File: src/rtl/fetch_stage_if.sv
// Fetch-stage bus: decode handshake, execute redirect and instruction-memory port.
// FETCH_BIOS_EN adds the bios_rdata return path.
interface fetch_stage_if;
    logic        stall;
    logic        redirect;
    logic [31:0] redirect_pc;
    logic [31:0] imem_addr;
    logic [31:0] imem_rdata;
`ifdef FETCH_BIOS_EN
    logic [31:0] bios_rdata;
`endif
    logic [31:0] inst;
    logic [31:0] inst_pc;
    logic        inst_valid;
    logic        fetch_misaligned;
    logic [31:0] fetch_count;

`ifdef FETCH_BIOS_EN
    modport master (
        input  stall, redirect, redirect_pc, imem_rdata, bios_rdata,
        output imem_addr, inst, inst_pc, inst_valid, fetch_misaligned, fetch_count
    );
    modport slave (
        output stall, redirect, redirect_pc, imem_rdata, bios_rdata,
        input  imem_addr, inst, inst_pc, inst_valid, fetch_misaligned, fetch_count
    );
`else
    modport master (
        input  stall, redirect, redirect_pc, imem_rdata,
        output imem_addr, inst, inst_pc, inst_valid, fetch_misaligned, fetch_count
    );
    modport slave (
        output stall, redirect, redirect_pc, imem_rdata,
        input  imem_addr, inst, inst_pc, inst_valid, fetch_misaligned, fetch_count
    );
`endif
endinterface

File: src/rtl/fetch_stage.sv
// Instruction fetch stage: owns the PC, drives a 1-cycle-latency instruction memory.
// Optional FETCH_BIOS_EN: instructions with PC bit 30 set come from bios_rdata.
module fetch_stage #(
    parameter logic [31:0] RESET_PC = 32'h4000_0000
) (
    input  logic          clk,
    input  logic          rst,
    fetch_stage_if.master bus
);

    logic [31:0] fetch_pc_q, fetch_pc_d;
    logic        valid_q;
    logic        miss_q, miss_d;
    logic [31:0] count_q, count_d;
    logic        inst_valid;

    assign inst_valid = valid_q & ~bus.redirect & ~rst;

    // NOTE: every always_comb output gets a default first so no path can infer a latch.
    always_comb begin
        fetch_pc_d = fetch_pc_q + 32'd4;
        if (rst) begin
            fetch_pc_d = RESET_PC;
        end else if (bus.redirect) begin
            fetch_pc_d = {bus.redirect_pc[31:2], 2'b00};
        end else if (!valid_q || bus.stall) begin
            // Re-issuing the same address returns the same word on the next cycle.
            fetch_pc_d = fetch_pc_q;
        end

        miss_d = miss_q | (bus.redirect & (bus.redirect_pc[1:0] != 2'b00));

        count_d = count_q;
        if (inst_valid && !bus.stall) begin
            count_d = count_q + 32'd1;
        end
    end

    // NOTE: sequential state uses non-blocking assignments so all registers update together.
    always_ff @(posedge clk) begin
        if (rst) begin
            fetch_pc_q <= RESET_PC;
            valid_q    <= 1'b0;
            miss_q     <= 1'b0;
            count_q    <= 32'd0;
        end else begin
            fetch_pc_q <= fetch_pc_d;
            valid_q    <= 1'b1;
            miss_q     <= miss_d;
            count_q    <= count_d;
        end
    end

    assign bus.imem_addr        = fetch_pc_d;
    assign bus.inst_pc          = fetch_pc_q;
    assign bus.inst_valid       = inst_valid;
    assign bus.fetch_misaligned = miss_q;
    assign bus.fetch_count      = count_q;

`ifdef FETCH_BIOS_EN
    // The registered PC lines up with the word returning from last cycle's address.
    assign bus.inst = fetch_pc_q[30] ? bus.bios_rdata : bus.imem_rdata;
`else
    assign bus.inst = bus.imem_rdata;
`endif

endmodule

File: src/flat_wrapper.sv
// flat-port wrapper written by rule: the top's interface ports become plain ports
module fetch_stage_flat 
#(
    parameter logic [31:0] RESET_PC = 32'h4000_0000
)
  (clk, rst, bus_stall, bus_redirect, bus_redirect_pc, bus_imem_rdata, bus_imem_addr, bus_inst, bus_inst_pc, bus_inst_valid, bus_fetch_misaligned, bus_fetch_count);
  fetch_stage_if bus_i ();
  input  logic clk;
  input  logic rst;
  input wire logic [$bits(bus_i.stall)-1:0] bus_stall;
  input wire logic [$bits(bus_i.redirect)-1:0] bus_redirect;
  input wire logic [$bits(bus_i.redirect_pc)-1:0] bus_redirect_pc;
  input wire logic [$bits(bus_i.imem_rdata)-1:0] bus_imem_rdata;
  output wire logic [$bits(bus_i.imem_addr)-1:0] bus_imem_addr;
  output wire logic [$bits(bus_i.inst)-1:0] bus_inst;
  output wire logic [$bits(bus_i.inst_pc)-1:0] bus_inst_pc;
  output wire logic [$bits(bus_i.inst_valid)-1:0] bus_inst_valid;
  output wire logic [$bits(bus_i.fetch_misaligned)-1:0] bus_fetch_misaligned;
  output wire logic [$bits(bus_i.fetch_count)-1:0] bus_fetch_count;
  assign bus_i.stall = bus_stall;
  assign bus_i.redirect = bus_redirect;
  assign bus_i.redirect_pc = bus_redirect_pc;
  assign bus_i.imem_rdata = bus_imem_rdata;
  assign bus_imem_addr = bus_i.imem_addr;
  assign bus_inst = bus_i.inst;
  assign bus_inst_pc = bus_i.inst_pc;
  assign bus_inst_valid = bus_i.inst_valid;
  assign bus_fetch_misaligned = bus_i.fetch_misaligned;
  assign bus_fetch_count = bus_i.fetch_count;
  fetch_stage #(.RESET_PC(RESET_PC)) u_core (.clk(clk), .rst(rst), .bus(bus_i));
endmodule
File: config.mk
export PLATFORM = sky130hd
export DESIGN_NAME = fetch_stage_flat
export DESIGN_NICKNAME = d
export VERILOG_FILES = /design/src/rtl/fetch_stage_if.sv /design/src/rtl/fetch_stage.sv /design/src/flat_wrapper.sv
export SDC_FILE = /design/constraint.sdc
export NUM_CORES = 1
export LEC_CHECK = 0
export BUFFER_PORTS_ARGS = -buffer_cell sky130_fd_sc_hd__buf_2
export CAP_MARGIN = 5
export CORE_MARGIN = 5
export CORE_UTILIZATION = 49
export CTS_BUF_LIST = sky130_fd_sc_hd__clkbuf_16
export CTS_CLUSTER_SIZE = 16
export DETAILED_ROUTE_END_ITERATION = 10
export HOLD_SLACK_MARGIN = 0.15
export PLACE_DENSITY_LB_ADDON = 0.2
export SETUP_SLACK_MARGIN = 0.1
export SLEW_MARGIN = 10
export SYNTH_ARGS = -nofsm -noshare
export SYNTH_HDL_FRONTEND = slang
export SYNTH_SLANG_ARGS = --single-unit
File: constraint.sdc
create_clock -name clk -period 4.4 [get_ports clk]
set_input_delay 0 -clock clk [delete_from_list [all_inputs] [get_ports clk]]
set_output_delay 0 -clock clk [all_outputs]
set_load 0.05 [all_outputs]
==> qor.yml <==
die:
  start_util: 0.5000
  rows: 32
  die_width_um: 98.34
  design.core.area_sq_um: 7647
  die_y_um: 98.34
  fp.dieArea_sq_um: 9670
  num_io_pins: 198
timing:
  tightest_slew_ns: 0.7967
  period_needed_ns: 3.116
  setup_viol: 0
  rsz0062_at_grt: "false"
  max_freq_mhz: 320.9
  slew_headroom: 0.4673
  min_period_over_period: 0.7082
  hold_viol: 0
  slew_violations: 0
  hold_slack_ns: 0.1706
  tns_ns: 0
  final.setup.worst_slack_ns: 1.284
  skew_ns: 0.008043
cts:
  post_cts_buffers: 0
  clk_latency_ns: 0.32
  cts_buffers: 9
  clkSinkCount: 66
  clockBufferDepth: 2
  path_clk_slew_ns: 0.06
  h-tree-depth: 3
  cts_tree: "yes"
  cts_root_buf: "clkbuf_16"
synth:
  synthCells: 461
  yosysWarningCount: 0
  syn_nets: 531
  synth-edff-count: 0
  synth.area.top_cells: "dfxtp_1, buf_4, a311oi_1, a211oi_1, or4_1"
  synth_seq_area_share: 0.3455
  netlist_area_sq_um: 3824
  synth.distinct_cells: 44
  syn_avg_cell_area_sq_um: 8.294
  synth_top_cell_by_area: "dfxtp_1"
  synth_top_area_share: 0.3455
  ys.flop_type: "dfxtp_1"
  synth_common_cells: "dfxtp_1, nor2_1, buf_4, clkbuf_1, a21oi_1"
  synth_async_sr_flop_share: 0
  yosysMostFrequentCell: "dfxtp_1"
  ys_ff_latch: 66
placement:
  place_ws_ns: 1.661
  dp.cells: 632
  routabilityCongestion: 0.8518
  dp_hpwl_um: 7545
  portBuffers: 133
  placedInstanceArea_sq_um: 4255
critical_path:
  critPathCaptureType: "output pin"
  critical_path_depth: 6
  cp.required_ns: 4.40
  r2r-end: "u_core.bus.fetch_count[22]"
  reg2regPathDepth: 5
  start_kind: "flop"
  cp_data_arrival_time_ns: 3.12
  critPathKind: "reg2out"
  cp_top_family: "simple AND/OR/NAND/NOR gates"
  cp-startpoint: "u_core.bus.inst_pc[2]"
  slowest_delay_ns: 0.71
  rrSetupSlack_ns: 1.78
  path_buf_inv: 1
  worstPathCellList: "ha_1 -> nand3b_1 -> or4_1 -> or4_4 -> a311oi_1 -> buf_2"
  crit_fanout: 7
  cp-endpoint: "bus_imem_addr[22]"
  r2r-start: "u_core.bus.fetch_count[0]"
  cp_slowest_cell: "or4_1"
route:
  routed_wirelength_um: 11300
  wl_met2_um: 5703
  met1_length_um: 4627
  dr.pass1.iters: 4
  wl_met3_um: 790
  wl_per_cell_um: 15.84
  route.detailed.drc: 0
  dr.first_iter.drc_count: 130
  topRoutingLayerUsed: "met4"
  drt.antenna.violating_nets: 0
  vias: 4083
  viasPerCell: 5.727
final_layout:
  drive_gt1_frac: 0.2570
  fin_util: 0.6803
  syn_to_final_growth_pct: 36.06
  final_cells: 713
  fin_nets: 676
  stdcell_area_sq_um: 5202
  antenna_cells: 0
job:
  drv_cap: 0
outcome:
  status: "finished clean"
global_route:
  antenna_found_initial: 0
  grt.total_usage: 0.2240
  grt_start_max_net_pins: 66
  grt_pass1_wl_um: 18350
  grt_pass1_vias: 3907
  globalRouteOverflowTotal: 0
pwr:
  ir_drop_mv: 0.1773
  power_density_nw_per_um2: 336.0
  p_leak_nw: 2.110
  total_power_mw: 1.748
worst_hold_path:
  hp-class: "in2reg"
==> registers in the layout, indices dropped and copies added (netlist names) <==
register                     flops
u_core.valid_q                   1
u_core.bus.fetch_count          32
u_core.bus.fetch_misaligned      1
u_core.bus.inst_pc              32
==> power breakdown <==
part           leakage, nW  switching (mW)  total (mW)  internal, mW
Clock                0.143           0.265       0.702         0.437
Sequential           0.540          0.0281       0.647         0.619
Combinational         1.43           0.288       0.398         0.110
Total                 2.11           0.582        1.75          1.17
==> cells by family (layout without fill, tap and decap cells) <==
logic type | Yosys count | count (layout) | synth area share
muxes | 2 | 2 | 0.005236
AOI/OAI and AO/OA | 121 | 121 | 0.2271
and+or+nand+nor | 168 | 168 | 0.2516
adders and majority gates | 2 | 2 | 0.006543
DFF | 66 | 66 | 0.3456
buffers and inverters | 79 | 229 | 0.1113
xor gates and xnor gates | 23 | 23 | 0.05268
==> routing by layer <==
layer	track usage	up-vias
met5	0	-
met4	0.07143	0
met3	0.05000	17
met2	0.3983	168
met1	0.2668	1867
li1	-	2031
==> cells in the final DEF (no fill, tap or decap), types with 7 or more instances in the layout <==
| cell type | netlist | final |
|---|---|---|
| or3_1 | 10 | 10 |
| o31ai_1 | 21 | 21 |
| a311oi_1 | 22 | 22 |
| clkbuf_16 | 0 | 9 |
| inv_1 | 11 | 12 |
| and2_1 | 8 | 8 |
| or4_1 | 23 | 23 |
| a21oi_1 | 24 | 24 |
| nand4_1 | 17 | 17 |
| nand3_1 | 21 | 21 |
| xor2_1 | 13 | 13 |
| xnor2_1 | 10 | 10 |
| nor2_1 | 37 | 37 |
| dfxtp_1 | 66 | 66 |
| buf_2 | 1 | 133 |
| nand2_1 | 16 | 16 |
| o21ai_0 | 14 | 14 |
| and4_1 | 7 | 7 |
| nor4_1 | 8 | 8 |
| dlygate4sd3_1 | 0 | 65 |
| a211oi_1 | 23 | 23 |
==> worst min path at each step <==
stage                             startpoint  depth (start not counted)                     end
after global routing            bus_redirect                          2  u_core.bus.inst_pc[18]
after global placement    bus_imem_rdata[11]                          0            bus_inst[11]
after floorplan           bus_redirect_pc[2]                          1   u_core.bus.inst_pc[2]
after CTS                       bus_redirect                          2  u_core.bus.inst_pc[18]
final                           bus_redirect                          2  u_core.bus.inst_pc[16]
after detailed placement  bus_imem_rdata[11]                          0            bus_inst[11]
==> cell type report <==
| type | count | area (sq um) |
|---|---|---|
| repair buffers | 200 | 1331 |
| flip-flops and latches | 66 | 1321 |
| well taps | 102 | 127.6 |
| clock inverters | 7 | 71.32 |
| clock buffers | 9 | 225.2 |
| inverters | 13 | 48.80 |
| fillers | 622 | 2445 |
| multi-input cells | 316 | 2077 |
==> timing repair <==
| item | CTS | global route |
|---|---|---|
| endpoints found under the hold margin | 64 | 0 |
| resized for setup | 0 | 0 |
| hold buffers | 65 | 0 |
(Power assumes the default switching activity.)
